File: config.mk
export PLATFORM = sky130hd
export DESIGN_NAME = mem_bus_decoder
export DESIGN_NICKNAME = d
export VERILOG_FILES = /design/src/rtl/mem_bus_pkg.sv /design/src/rtl/mem_bus_region_match.sv /design/src/rtl/mem_bus_decoder.sv
export SDC_FILE = /design/constraint.sdc
export NUM_CORES = 1
export LEC_CHECK = 0
export ABC_AREA = 1
export ABC_CLOCK_PERIOD_IN_PS = 3300
export CORE_MARGIN = 2
export CORE_UTILIZATION = 45
export DETAILED_ROUTE_END_ITERATION = 10
export GPL_TIMING_DRIVEN = 0
export PLACE_DENSITY = 0.87
export SLEW_MARGIN = 20
export SYNTH_ARGS = -nofsm -noshare
export SYNTH_HDL_FRONTEND = slang
export SYNTH_SLANG_ARGS = --single-unit
File: constraint.sdc
create_clock -name clk -period 3.3 [get_ports clk]
set_input_delay 0.66 -clock clk [delete_from_list [all_inputs] [get_ports clk]]
set_output_delay 0.66 -clock clk [all_outputs]
set_load 0.01 [all_outputs]
File: src/rtl/mem_bus_pkg.sv
// Shared types and constants for the memory bus decoder: FSM states,
// slave indices/selects and the slave read-data mux helper.
package mem_bus_pkg;

    typedef enum logic [1:0] {
        ST_IDLE,
        ST_ACCESS,
        ST_RESPOND
    } state_e;

    localparam int unsigned DATA_W     = 32;
    localparam int unsigned NUM_SLAVES = 2;
    localparam int unsigned SLV_RAM    = 0;
    localparam int unsigned SLV_IO     = 1;

    localparam logic [NUM_SLAVES-1:0] SEL_NONE = '0;
    localparam logic [NUM_SLAVES-1:0] SEL_RAM  = NUM_SLAVES'(1 << SLV_RAM);
    localparam logic [NUM_SLAVES-1:0] SEL_IO   = NUM_SLAVES'(1 << SLV_IO);

    // Picks the selected slave's word from the concatenated read-data bus.
    function automatic logic [DATA_W-1:0] slave_word(
        input logic [NUM_SLAVES*DATA_W-1:0] bus,
        input logic [NUM_SLAVES-1:0]        sel
    );
        return (sel == SEL_IO) ? bus[2*DATA_W-1:DATA_W] : bus[DATA_W-1:0];
    endfunction

endpackage

File: src/rtl/mem_bus_region_match.sv
// Combinational region comparator: hit when the address bits above
// SIZE_LOG2 equal those of BASE.
module mem_bus_region_match #(
    parameter logic [31:0] BASE      = 32'h0000_0000,
    parameter int unsigned SIZE_LOG2 = 16
) (
    input  logic [31:0] address_in,
    output logic        hit_out
);

    always_comb begin
        hit_out = ((address_in >> SIZE_LOG2) == (BASE >> SIZE_LOG2));
    end

endmodule

File: src/rtl/mem_bus_decoder.sv
// Decodes the common memory bus onto RAM and IO slave ports with registered
// strobes, per-access timeout and unmapped-address fault reporting.
module mem_bus_decoder
    import mem_bus_pkg::*;
#(
    parameter logic [31:0] RAM_BASE       = 32'h0000_0000,
    parameter int unsigned RAM_SIZE_LOG2  = 16,
    parameter logic [31:0] IO_BASE        = 32'hF000_0000,
    parameter int unsigned IO_SIZE_LOG2   = 12,
    parameter int unsigned TIMEOUT_CYCLES = 16
) (
    input  logic        clk,
    input  logic        reset,
    input  logic        ce_i,
    input  logic [31:0] address_in,
    input  logic        read_in,
    input  logic        write_in,
    input  logic [3:0]  write_mask_in,
    input  logic [31:0] write_value_in,
    output logic [31:0] read_value_out,
    output logic        ready_out,
    output logic        fault_out,
    output logic [1:0]  slv_sel_out,
    output logic [31:0] slv_address_out,
    output logic        slv_read_out,
    output logic        slv_write_out,
    output logic [3:0]  slv_write_mask_out,
    output logic [31:0] slv_write_value_out,
    input  logic [63:0] slv_read_value_in,
    input  logic [1:0]  slv_ack_in
);

    localparam logic [7:0] TIMEOUT_LAST = 8'(TIMEOUT_CYCLES - 1);

    state_e                  state_q, state_d;
    logic [7:0]              cnt_q, cnt_d;
    logic                    fault_q, fault_d;
    logic                    ready_q, ready_d;
    logic [31:0]             rvalue_q, rvalue_d;
    logic [NUM_SLAVES-1:0]   sel_q, sel_d;
    logic                    rd_q, rd_d;
    logic                    wr_q, wr_d;
    logic [31:0]             addr_q, addr_d;
    logic [3:0]              mask_q, mask_d;
    logic [31:0]             wval_q, wval_d;

    logic ram_hit;
    logic io_hit;
    logic ack;

    mem_bus_region_match #(
        .BASE      (RAM_BASE),
        .SIZE_LOG2 (RAM_SIZE_LOG2)
    ) u_ram_match (
        .address_in (address_in),
        .hit_out    (ram_hit)
    );

    mem_bus_region_match #(
        .BASE      (IO_BASE),
        .SIZE_LOG2 (IO_SIZE_LOG2)
    ) u_io_match (
        .address_in (address_in),
        .hit_out    (io_hit)
    );

    // Only the ack bit of the currently selected slave counts.
    assign ack = |(slv_ack_in & sel_q);

    always_comb begin
        state_d  = state_q;
        cnt_d    = cnt_q;
        fault_d  = fault_q;
        ready_d  = ready_q;
        rvalue_d = rvalue_q;
        sel_d    = sel_q;
        rd_d     = rd_q;
        wr_d     = wr_q;
        addr_d   = addr_q;
        mask_d   = mask_q;
        wval_d   = wval_q;

        if (ce_i) begin
            case (state_q)
                ST_IDLE: begin
                    if (read_in || write_in) begin
                        if (!(read_in && write_in) && (ram_hit || io_hit)) begin
                            addr_d  = address_in;
                            mask_d  = write_mask_in;
                            wval_d  = write_value_in;
                            rd_d    = read_in;
                            wr_d    = write_in;
                            sel_d   = ram_hit ? SEL_RAM : SEL_IO;
                            cnt_d   = '0;
                            state_d = ST_ACCESS;
                        end else begin
                            fault_d = 1'b1;
                            ready_d = 1'b1;
                            state_d = ST_RESPOND;
                        end
                    end
                end
                ST_ACCESS: begin
                    if (ack || (cnt_q == TIMEOUT_LAST)) begin
                        if (ack && rd_q) begin
                            rvalue_d = slave_word(slv_read_value_in, sel_q);
                        end
                        fault_d = !ack;
                        ready_d = 1'b1;
                        sel_d   = SEL_NONE;
                        rd_d    = 1'b0;
                        wr_d    = 1'b0;
                        state_d = ST_RESPOND;
                    end else begin
                        cnt_d = cnt_q + 8'd1;
                    end
                end
                ST_RESPOND: begin
                    fault_d = 1'b0;
                    ready_d = 1'b0;
                    state_d = ST_IDLE;
                end
                default: begin
                    fault_d = 1'b0;
                    ready_d = 1'b0;
                    sel_d   = SEL_NONE;
                    rd_d    = 1'b0;
                    wr_d    = 1'b0;
                    state_d = ST_IDLE;
                end
            endcase
        end
    end

    always_ff @(posedge clk) begin
        if (reset) begin
            state_q  <= ST_IDLE;
            cnt_q    <= '0;
            fault_q  <= 1'b0;
            ready_q  <= 1'b0;
            rvalue_q <= '0;
            sel_q    <= SEL_NONE;
            rd_q     <= 1'b0;
            wr_q     <= 1'b0;
            addr_q   <= '0;
            mask_q   <= '0;
            wval_q   <= '0;
        end else begin
            state_q  <= state_d;
            cnt_q    <= cnt_d;
            fault_q  <= fault_d;
            ready_q  <= ready_d;
            rvalue_q <= rvalue_d;
            sel_q    <= sel_d;
            rd_q     <= rd_d;
            wr_q     <= wr_d;
            addr_q   <= addr_d;
            mask_q   <= mask_d;
            wval_q   <= wval_d;
        end
    end

    assign read_value_out      = rvalue_q;
    assign ready_out           = ready_q;
    assign fault_out           = fault_q;
    assign slv_sel_out         = sel_q;
    assign slv_address_out     = addr_q;
    assign slv_read_out        = rd_q;
    assign slv_write_out       = wr_q;
    assign slv_write_mask_out  = mask_q;
    assign slv_write_value_out = wval_q;

endmodule

==> flow_metrics.tcl <==
set metrics [dict create \
    slowest_stage "clkdlybuf4s50_1" \
    nets 1104 \
    synth-seq-cells 116 \
    r2r_setup_slack_ns 1.46 \
    multiInputGateArea_mm2 0.00243 \
    grt_pass1_wl_um 26000 \
    synthCells 702 \
    startpoint_type "input pin" \
    tightest_slew_ns 0.535 \
    fin_ws_ns 1.04 \
    root_buffer "clkbuf_16" \
    min_delay_path_depth 2 \
    placed_cells 1088 \
    syn_area_mm2 0.00520 \
    ys.flop_type "dfxtp_1" \
    mostFrequentLayoutCell "clkdlybuf4s50_1" \
    synth_seq_area_share 0.446 \
    r2r_start "cnt_q[1]$_SDFFE_PP0P_" \
    final_cell_mix "clkdlybuf4s50_1 (243), nand2_1 (177), dfxtp_1 (116)" \
    top_layer_used "met4" \
    cap_violations 0 \
    power_per_cell_area_mw_per_mm2 435 \
    clkLatencyLatePin_ns 0.40 \
    rsz0062_at_grt "no" \
    syn_avg_cell_area_um2 7.41 \
    gr-usage-all-layers 0.257 \
    hold_path.class "reg -> reg" \
    finalCritPeriodShare 0.685 \
    outcome "complete, no violations" \
    pre_cts_slack_ns 0.592 \
    wl_met2_um 8000 \
    drt_iter0_drc 267 \
    sw_frac_of_total 0.209 \
    cp-startpoint "address_in[22]" \
    critical_path_class "in -> reg" \
    ant_nets 0 \
    wl_per_cell_um 14.3 \
    first_global_vias 5359 \
    critPathMaxStageDelay_ns 0.40 \
    die-area_mm2 0.0124 \
    rows 39 \
    finalCriticalPeriod_ns 2.26 \
    fin_cells 1118 \
    combPwrFrac 0.090 \
    max_slew_margin 0.643 \
    slew_violations 0 \
    wl_met3_um 1570 \
    drive_above_1_share 0.117 \
    drc 0 \
    synth_edf_count 0 \
    fill_cells 876 \
    die_width_um 112 \
    ys_warn_count 0 \
    clk_pin_slew_worst_paths_ns 0.05 \
    worstPathArrival_ns 2.52 \
    wirelength_um 15900 \
    tns_ns 0 \
    cts_tree "done" \
    boundaryPins 245 \
    htree_levels 4 \
    overflow 0 \
    antenna_found_initial 0 \
    core-area_mm2 0.0114 \
    path_buf_inv 3 \
    ir_drop_mv 0.330 \
    viasPerCell 4.87 \
    synthArstFlopShare 0 \
    clock_path_buffers 2 \
    end_kind "flop" \
    synth_cell_types 26 \
    p_clk_frac 0.522 \
    post_cts_resized 0 \
    start_util 0.458 \
    internal_power_mw 2.90 \
    leakage_nw 3.33 \
    critPathMaxFanout 10 \
    rr_worst_depth 9 \
    switchingPower_uw 769 \
    r2r_end "read_value_out[4]$_SDFFE_PP0P_" \
    portBuffers 243 \
    syn_to_final_growth_pct 62.0 \
    finalHoldViolations 0 \
    setup_viol 0 \
    crit_chain "clkdlybuf4s50_1 > nor2_1 > nand4_1 > nor2_2 > nand4_1 > buf_4 > buf_4 > nand2_1 > a21oi_1" \
    firstDrtPassIters 5 \
    met1_length_um 6150 \
    fmax_mhz 443 \
    seqCellArea_mm2 0.00232 \
    skew_ns 0.00842 \
    num_vias 5442 \
    pwr-share-seq 0.388 \
    syn_nets 842 \
    gp_congestion 0.862 \
    cts_sinks 116 \
    worstHoldStart "slv_address_out[19]$_SDFFE_PP0P_" \
    dp_hpwl_um 12200 \
    required_ns 3.56 \
    die_h_um 112 \
    hold_path_end "slv_address_out[19]$_SDFFE_PP0P_" \
    cts-hold-fix-buffers 0 \
    cts_setup_buffers 0 \
    antenna_cells 0 \
    grt_max_degree 17 \
    numCtsBuffers 17 \
    path_delay_family "simple AND/OR/NAND/NOR gates" \
]
worst reg2reg max path: stages (launching register included):
cell	delay, ns
dfxtp_1	0.36
ha_1	0.22
nand2_1	0.08
nor2_2	0.11
nand3_2	0.11
a21oi_4	0.20
nand4_4	0.19
buf_2	0.24
nor2_1	0.15
nor2_1	0.06
flip-flops by register name (all words and copies together) (netlist names):
name,count
slv_write_mask_out,4
cnt_q,8
read_value_out,32
slv_sel_out,2
fault_out,1
slv_address_out,32
slv_read_out,1
slv_write_value_out,32
state_q,2
ready_out,1
slv_write_out,1
cells in the mapped netlist, types with 4 or more instances:
library cell | count | area share
mux2_2 | 32 | 0.069
buf_2 | 17 | 0.016
nand3_1 | 66 | 0.063
nor2_1 | 103 | 0.074
o21ai_0 | 5 | 0.0048
nand4_1 | 4 | 0.0048
buf_6 | 8 | 0.017
nand3_2 | 12 | 0.023
nor2_2 | 4 | 0.0048
nand2_1 | 177 | 0.13
a21oi_1 | 72 | 0.069
clkbuf_1 | 16 | 0.012
dfxtp_1 | 116 | 0.45
inv_2 | 5 | 0.0036
inv_1 | 50 | 0.036
metrics by stage:
step	instance area, um^2	hold slack, ns	power, mW	utilization
after global placement	7820	0.425	1.78	0.687
after floorplan	5200	0.457	1.57	-
final	8430	0.435	3.67	0.741
after global routing	8430	0.451	3.79	0.741
after CTS	8430	0.437	3.69	0.741
after detailed placement	7820	0.427	1.78	0.687
cell type report:
cell class,count,share of cell area
clock inverter,9,0.0183
clock buffer,21,0.0546
inverter,55,0.0245
tap,143,0.0212
buffer,43,0.0297
timing repair buffer,243,0.289
multi-input combinational,488,0.288
sequential,116,0.275
worst max-delay path by stage:
stage	end	slack [ns]	cells past startpoint
floorplan	slv_address_out[10]$_SDFFE_PP0P_	1.50	9
global placement	slv_address_out[10]$_SDFFE_PP0P_	0.59	10
detailed placement	slv_address_out[10]$_SDFFE_PP0P_	0.59	9
CTS	slv_address_out[13]$_SDFFE_PP0P_	0.99	9
global route	slv_address_out[18]$_SDFFE_PP0P_	0.90	10
finish	slv_address_out[13]$_SDFFE_PP0P_	1.04	9
power by group through the flow:
stage	sequential, mW	combinational, mW	clock [mW]
after floorplan	1.45	0.119	0
after global placement	1.45	0.325	0
after detailed placement	1.45	0.328	0
after CTS	1.43	0.329	1.93
after global routing	1.43	0.358	2.01
final	1.43	0.329	1.92
cells by family (layout without fill, tap and decap cells):
group / Yosys count / count (layout) / synth area share
compound gates: 80 / 80 / 0.0805
flops: 116 / 116 / 0.446
fa+ha+maj: 1 / 1 / 0.00240
simple gates: 375 / 375 / 0.314
buf+inv: 98 / 371 / 0.0877
mux: 32 / 32 / 0.0692
per-layer routing:
layer,global-route usage,vias up
li1,-,2761
met4,0.0749,0
met3,0.0974,19
met1,0.280,2445
met2,0.467,217
met5,0,-
(Power assumes the default switching activity.)
